**src/rtl/raiz_pkg.sv**
```systemverilog
// Shared register map, CTRL/STATUS bit positions and engine state encoding
// for the square-root peripheral.
package raiz_pkg;
   localparam int OFF_OPA    = 'h04;
   localparam int OFF_CTRL   = 'h08;
   localparam int OFF_RESULT = 'h0C;
   localparam int OFF_STATUS = 'h10;
   localparam int OFF_REM    = 'h14;

   localparam int CTRL_START   = 0;
   localparam int CTRL_IEN     = 1;
   localparam int CTRL_CLR_OVR = 2;

   localparam int ST_DONE = 0;
   localparam int ST_BUSY = 1;
   localparam int ST_OVR  = 2;

   typedef enum logic {
      S_IDLE = 1'b0,
      S_CALC = 1'b1
   } raiz_state_t;
endpackage

```
**src/rtl/raiz_iter.sv**
```systemverilog
// Iterative restoring square root: one root bit per CALC cycle, DATA_W/2 cycles.
// root/rem carry the final values only in the cycle done_pulse is high.
module raiz_iter
   import raiz_pkg::*;
#(
   parameter int DATA_W = 16
) (
   input  logic              CLK,
   input  logic              reset,
   input  logic              start,
   input  logic [DATA_W-1:0] op,
   output logic              busy,
   output logic              done_pulse,
   output logic [DATA_W/2-1:0] root,
   output logic [DATA_W/2:0]   rem
);
   localparam int N  = DATA_W / 2;
   localparam int CW = $clog2(N);

   raiz_state_t state_q, state_d;
   logic [CW-1:0]     cnt_q;
   logic [DATA_W-1:0] op_q;
   logic [N-1:0]      root_q;
   logic [N:0]        rem_q;
   logic [N+2:0]      rem_sh, trial;
   logic [N:0]        diff;
   logic              ge;
   logic              last;

   // Bring down the next operand pair and try subtracting 4*root+1.
   always_comb begin
      rem_sh = {rem_q, op_q[DATA_W-1 -: 2]};
      trial  = {1'b0, root_q, 2'b01};
      ge     = (rem_sh >= trial);
      diff   = rem_sh[N:0] - trial[N:0];
      root   = {root_q[N-2:0], ge};
      rem    = ge ? diff : rem_sh[N:0];
      last   = (cnt_q == CW'(N - 1));
   end

   always_ff @(posedge CLK) begin
      if (reset) state_q <= S_IDLE;
      else       state_q <= state_d;
   end

   always_comb begin
      state_d    = state_q;
      busy       = (state_q == S_CALC);
      done_pulse = 1'b0;
      case (state_q)
         S_IDLE: if (start) state_d = S_CALC;
         S_CALC: begin
            if (last) begin
               state_d    = S_IDLE;
               done_pulse = 1'b1;
            end
         end
         default: state_d = S_IDLE;
      endcase
   end

   always_ff @(posedge CLK) begin
      if (reset) begin
         cnt_q  <= '0;
         op_q   <= '0;
         root_q <= '0;
         rem_q  <= '0;
      end else if (state_q == S_IDLE && start) begin
         cnt_q  <= '0;
         op_q   <= op;
         root_q <= '0;
         rem_q  <= '0;
      end else if (state_q == S_CALC) begin
         cnt_q  <= cnt_q + 1'b1;
         op_q   <= op_q << 2;
         root_q <= root;
         rem_q  <= rem;
      end
   end
endmodule

```
**src/rtl/periferico_raiz_n.sv**
```systemverilog
// Bus-mapped square-root peripheral: register decode, sticky status bits and
// the level interrupt around the raiz_iter engine.
module periferico_raiz_n
   import raiz_pkg::*;
#(
   parameter int DATA_W = 16,
   parameter int ADDR_W = 5
) (
   input  logic              CLK,
   input  logic              reset,
   input  logic [DATA_W-1:0] d_in,
   input  logic              cs,
   input  logic [ADDR_W-1:0] addr,
   input  logic              rd,
   input  logic              wr,
   output logic [DATA_W-1:0] d_out,
   output logic              irq
);
   localparam int N = DATA_W / 2;

   // Bus: rd/wr are single-cycle strobes qualified by cs on the same rising
   // edge; there is no ready/wait, every qualified access completes that edge
   // and read data appears on d_out after it.
   logic [DATA_W-1:0] op_a_q;
   logic              ien_q, done_q, ovr_q;
   logic [N-1:0]      result_q;
   logic [N:0]        remain_q;
   logic              busy, done_pulse;
   logic [N-1:0]      eng_root;
   logic [N:0]        eng_rem;
   logic              wr_acc, rd_acc, ctrl_wr, start_req, start_ok, start_ovr;
   logic [DATA_W-1:0] rd_data;

   raiz_iter #(.DATA_W(DATA_W)) u_iter (
      .CLK        (CLK),
      .reset      (reset),
      .start      (start_ok),
      .op         (op_a_q),
      .busy       (busy),
      .done_pulse (done_pulse),
      .root       (eng_root),
      .rem        (eng_rem)
   );

   always_comb begin
      wr_acc    = cs & wr;
      rd_acc    = cs & rd;
      ctrl_wr   = wr_acc & (addr == ADDR_W'(OFF_CTRL));
      start_req = ctrl_wr & d_in[CTRL_START];
      start_ok  = start_req & ~busy;
      start_ovr = start_req & busy;
   end

   always_comb begin
      rd_data = '0;
      case (addr)
         ADDR_W'(OFF_OPA):    rd_data = op_a_q;
         ADDR_W'(OFF_RESULT): rd_data = DATA_W'(result_q);
         ADDR_W'(OFF_REM):    rd_data = DATA_W'(remain_q);
         ADDR_W'(OFF_STATUS): begin
            rd_data[ST_DONE] = done_q;
            rd_data[ST_BUSY] = busy;
            rd_data[ST_OVR]  = ovr_q;
         end
         default: rd_data = '0;
      endcase
   end

   always_ff @(posedge CLK) begin
      if (reset) begin
         op_a_q   <= '0;
         ien_q    <= 1'b0;
         done_q   <= 1'b0;
         ovr_q    <= 1'b0;
         result_q <= '0;
         remain_q <= '0;
         d_out    <= '0;
      end else begin
         if (wr_acc && addr == ADDR_W'(OFF_OPA)) op_a_q <= d_in;
         if (ctrl_wr) ien_q <= d_in[CTRL_IEN];
         if (start_ok)        done_q <= 1'b0;
         else if (done_pulse) done_q <= 1'b1;
         // A rejected START on the same edge as CLR_OVR leaves OVR set.
         if (start_ovr)                          ovr_q <= 1'b1;
         else if (ctrl_wr && d_in[CTRL_CLR_OVR]) ovr_q <= 1'b0;
         if (done_pulse) begin
            result_q <= eng_root;
            remain_q <= eng_rem;
         end
         if (rd_acc) d_out <= rd_data;
      end
   end

   assign irq = done_q & ien_q;
endmodule

```
**config.mk**
```make
export PLATFORM = sky130hd
export DESIGN_NAME = periferico_raiz_n
export DESIGN_NICKNAME = d
export VERILOG_FILES = /design/src/rtl/raiz_pkg.sv /design/src/rtl/raiz_iter.sv /design/src/rtl/periferico_raiz_n.sv
export SDC_FILE = /design/constraint.sdc
export NUM_CORES = 1
export LEC_CHECK = 0
export ABC_AREA = 1
export BUFFER_PORTS_ARGS = -buffer_cell sky130_fd_sc_hd__buf_2
export CAP_MARGIN = 10
export CORE_MARGIN = 5
export CORE_UTILIZATION = 35
export CTS_CLUSTER_DIAMETER = 120
export CTS_CLUSTER_SIZE = 12
export DETAILED_ROUTE_END_ITERATION = 16
export GPL_TIMING_DRIVEN = 0
export PLACE_DENSITY = 0.48
export SYNTH_ARGS = -nofsm -noshare
export SYNTH_HDL_FRONTEND = slang
export SYNTH_SLANG_ARGS = --single-unit
```
**constraint.sdc**
```tcl
create_clock -name CLK -period 5.6 [get_ports CLK]
set_clock_uncertainty 0.15 [all_clocks]
set_input_delay 0.56 -clock CLK [delete_from_list [all_inputs] [get_ports CLK]]
set_output_delay 0.56 -clock CLK [all_outputs]
set_load 0.02 [all_outputs]
```
* After elaboration in Yosys (flattened, before gate mapping)
Cells that the tools add are included.
W data, S select, Z words.
** Word-level totals
- Bits in registers :: 89
- Input port bits :: 26
- Output and inout port bits :: 17
- Word-level logic and storage cells :: 48
** Operators by class
- Add/subtract/negate cells :: 2
- $lt $le $gt $ge :: 1
- Eq/ne operators :: 6
- Mux-type cells :: 12
- Bitwise operators :: 8
- Reductions and logical operators :: 7
** Operators with widths (count)
- $pmux W13 S3 :: 1
- $mux W16 :: 2
- $pmux W3 S4 :: 1
- $ge A11 B10 Y1 :: 1
- $eq A5 B4 Y1 const B :: 2
- $eq A5 B5 Y1 const B :: 2
- $mux W9 :: 1
- $sub A9 B9 Y9 :: 1
- $and A1 B1 Y1 :: 7
- $mux W1 :: 6
- $eq A5 B3 Y1 const B :: 1
- $reduce_bool A2 Y1 :: 2
- $reduce_or A2 Y1 :: 2
- $add A3 B1 Y3 const B :: 1
- $eq A3 B3 Y1 const B :: 1
- $logic_and A1 B1 Y1 :: 3
- $pmux W1 S2 :: 1
- $not A1 Y1 :: 1

* Depth between registers and ports, before layout
- Depth in word-level cells :: 6
- Mapped depth :: 13
- Gate-level depth less buffers :: 13

* Cells and area by module
Synthesis repeated with hierarchy kept, for this count alone.
** Unflattened totals
- Cells, all modules :: 639
- Area, all modules :: 4383.0 µm²
** Modules (own cells, without submodules)
- raiz_iter :: instances 1, cells an instance 351, area an instance 2258.4 µm², seq. area each 740.7 µm²
- periferico_raiz_n :: instances 1, cells an instance 288, area an instance 2124.5 µm², seq. area each 1041.0 µm²

* Worst setup path after synthesis
No wires, ideal clock.
- Kind :: register -> register
- Start :: register u_iter.root_q[4]
- End :: register u_iter.rem_q[3]
- Setup time :: 0.109 ns
- Data arrival time :: 1.514 ns
- Required time :: 5.341 ns
- Path slack :: 3.827 ns
- Cell stages (with the launch flop) :: 13
- Path buffers :: 0
- Clock period less this slack :: 1.773 ns
- Cells stage by stage :: dfxtp_1 inv_1 ha_1 nand2_1 nor2_2 nand3_1 inv_1 nor2_4 nand2_4 nand2_1 nand3_1 nand2_1 inv_1
** On the way
- Word-level cells in the longest chain between the ends :: 2
** Ends and longest elaborated chain
- start: declaration :: line raiz_iter.sv:23 : logic [N-1:0] root_q;
- start signal: assignment :: line raiz_iter.sv:76 : root_q <= root;
- $ge A11 B10 Y1 :: line raiz_iter.sv:34 : ge = (rem_sh >= trial);
- $mux W9 :: line raiz_iter.sv:37 : rem = ge ? diff : rem_sh[N:0];
- end signal: assignment :: line raiz_iter.sv:77 : rem_q <= rem;
- end: declaration :: line raiz_iter.sv:24 : logic [N:0] rem_q;
Every way passes these cells.
A chain may end at the register's enable or synchronous reset.

* Worst setup path in the final report
- Start :: register u_iter.root_q[3]
- End :: register remain_q[3]
** On the way
- Word-level cells in the longest chain between the ends :: 2
** Ends and longest elaborated chain
- $ge A11 B10 Y1 :: line raiz_iter.sv:34
- $mux W9 :: line raiz_iter.sv:37
- end signal: assignment :: line periferico_raiz_n.sv:88 : remain_q <= eng_rem;
- end: declaration :: line periferico_raiz_n.sv:27 : logic [N:0] remain_q;
Every way passes these cells.

==> results.cfg <==
[detailed_routing]
routedWlPerCell_um = 13.43
dr.pass1.iters = 4
vias_per_cell = 4.587
totalWireLength_mm = 11.52
drc = 0
vias = 3936
drt_iter0_markers = 182
ant_nets = 0

[setup_path]
ff2ff_setup_slack_ps = 3470
cp_max_fo = 10
r2r-start = u_iter.root_q[3]
crit_slowest_cell = ha_1
start_kind = flop
crit_start = u_iter.root_q[3]
required_ps = 5690
worstPathCellList = inv_1, ha_1, nand2_1, nor2_2, nand3_1, inv_1, nor2_4, nand2_4, nand2_1, nand2_1, nand2_1, nand2_1
cp-end-kind = flop
crit_path_frequent_cell = nand2_1
critPathArrivalTime_ps = 2220
worstSetupPathType = flop to flop
max_stage_delay_ps = 370

[synth]
synth_top_area_share_pct = 41.05
ys_seq_elements = 89
ys_async_sr_fraction_pct = 0
synth_cell_type_count = 32
synth_compound_area_share_pct = 10.49
netlist_area_mm2 = 0.004340
synthAdderAreaFrac_pct = 3.459
synth-warning-count = 0
ys_seq_area_share_pct = 41.05
synth-edff-count = 0
avgSynthCellArea_um2 = 6.846
synth_flop_cell = dfxtp_1
synth_common_cells = nand2_1, dfxtp_1, inv_1
syn_inst = 634
synth.area.top_cells = dfxtp_1, nand2_1, inv_1, nand3_1, nor2_1
synth_most_common_cell = nand2_1
synth_top_cell_by_area = dfxtp_1
synth_mux_area_share_pct = 0
synth.net_count = 672
synth_xor_area_share_pct = 0.6054
synth_top_family_by_area = simple AND/OR/NAND/NOR gates
synth_simple_gate_area_share_pct = 33.81

[pwr]
power_density_mw_per_mm2 = 250.6
leakagePower_nw = 2.404
ir_drop_mv = 0.1210

[clocking]
cts_num_sinks = 89
cts-resized-gates = 0
clk_latency_ps = 340
cts_root_buf = clkbuf_16
cts_tree = done
clkTransAtPathRegs_ps = 70
htree_num_levels = 3
cts_buffers = 9
cts_buffer_depth = 2
cts_setup_buffers = 0
cts_hold_buf = 0

[sta]
relSlewSlack_pct = 65.99
hold_viol = 0
setup_violations = 0
fin_crit_sh_pct = 38.04
grt_setup_unrepaired = false
layout_min_cycle_time_ps = 2130
worst_pin_slew_ps = 510.1
slew_viol_final = 0
setup_tns_ps = 0
fmax_mhz = 469.5

[die]
io-pin-count = 43
placeableCoreArea_mm2 = 0.01206
dieArea_mm2 = 0.01473
die_w_um = 121.4
start_util_pct = 35.99
rows = 40
die_y_um = 121.4

[global_routing]
grt_pass1_wl_mm = 18.72
grt_max_degree = 15
antenna_found_initial = 0
grt_util_all_layers_pct = 16.28
first_global_vias = 3786
overflow = 0

[layout]
diodes = 0
fin_nets = 724
n_fill_cell = 1346
utilization_pct = 41.68
drive_above_1_share_pct = 14.35
finalInstanceArea_mm2 = 0.005027
areaGrowthSynthToFinish_pct = 15.83

[flow_run]
cap_violations = 0

[placed_design]
dp_hpwl_mm = 9.095
post_dp_cell_area_mm2 = 0.004756
io_buffers = 41
place_congestion = 0.7846

[min_path]
hold_class = primary input to flop
min-delay-start = d_in[11]

[outcome]
status = finished clean
stage by stage:
stage	worst slack (ps)	cells	hold WS (ps)	power, W
2_1_floorplan	3827	634	276.2	0.0006927
3_3_place_gp	3485	843	298.4	0.0007182
3_5_place_dp	3459	843	295.5	0.0007189
4_1_cts	3437	858	297.9	0.001276
5_1_grt	3280	858	317.1	0.001306
6_report	3470	858	301.9	0.001260
kinds of logic after synthesis:
family          Yosys count
compound gates           86
xor+xnor                  3
fa+ha+maj                12
buf+inv                 110
flops                    89
simple gates            334
cell usage in the layout, fill, tap and decap left out, drive strengths merged:
| cell type | count |
|---|---|
| dfxtp | 89 |
| ha | 12 |
| buf | 58 |
| o22ai | 7 |
| nand4 | 16 |
| xnor2 | 2 |
| xor2 | 1 |
| nor2 | 80 |
| clkbuf | 18 |
| o21ai | 39 |
| o211ai | 5 |
| nand3 | 55 |
| a21oi | 35 |
| inv | 83 |
| or2 | 1 |
| clkinv | 7 |
| nand3b | 1 |
| nand2 | 181 |
worst paths after layout:
path / end / depth (start not counted)
hold reg to reg: remain_q[6] / 2
setup / recovery: remain_q[3] / 12
setup reg to reg: remain_q[3] / 12
hold / removal: op_a_q[11] / 3
flip-flops by register name, indices dropped and copies added (netlist names), 3 cells and up:
register,count
d_out,16
op_a_q,16
u_iter.op_q,16
remain_q,9
u_iter.rem_q,9
result_q,8
u_iter.root_q,8
u_iter.cnt_q,3
routing by layer:
layer  routed length, µm  GRT usage, %  vias up
li1                    -             -     2120
met1                5347         20.88     1757
met2                5571         27.67       45
met3                 457         3.310       14
met4                 143         4.482        0
met5                   0             0        -
where the power goes:
group / internal (W) / switching [W] / leakage, nW / total [W]
clock: 0.000309 / 0.000247 / 0.138 / 0.000556
combinational: 0.0000209 / 0.0000433 / 1.55 / 0.0000642
sequential: 0.000637 / 0.00000227 / 0.718 / 0.000639
total: 0.000967 / 0.000293 / 2.40 / 0.00126
area by class of cell:
type | instances | area (µm²) | share of cell area [%]
multi-input cells | 435 | 2100 | 41.76
flip-flops and latches | 89 | 1782 | 35.44
inverters | 85 | 320.3 | 6.371
clock buffers | 10 | 239.0 | 4.754
well taps | 168 | 210.2 | 4.181
repair buffers | 41 | 205.2 | 4.082
plain buffers | 25 | 138.9 | 2.763
clock inverters | 5 | 32.53 | 0.6471
critical path, delay by kind of cell, from the launching register on:
kind,cells,cell delay (ps)
adder cells (fa/ha/maj),1,370
AND/OR/NAND/NOR,9,1000
flip-flops,1,330
buffers and inverters,2,160
No activity file was read; power rests on OpenSTA's default activity.
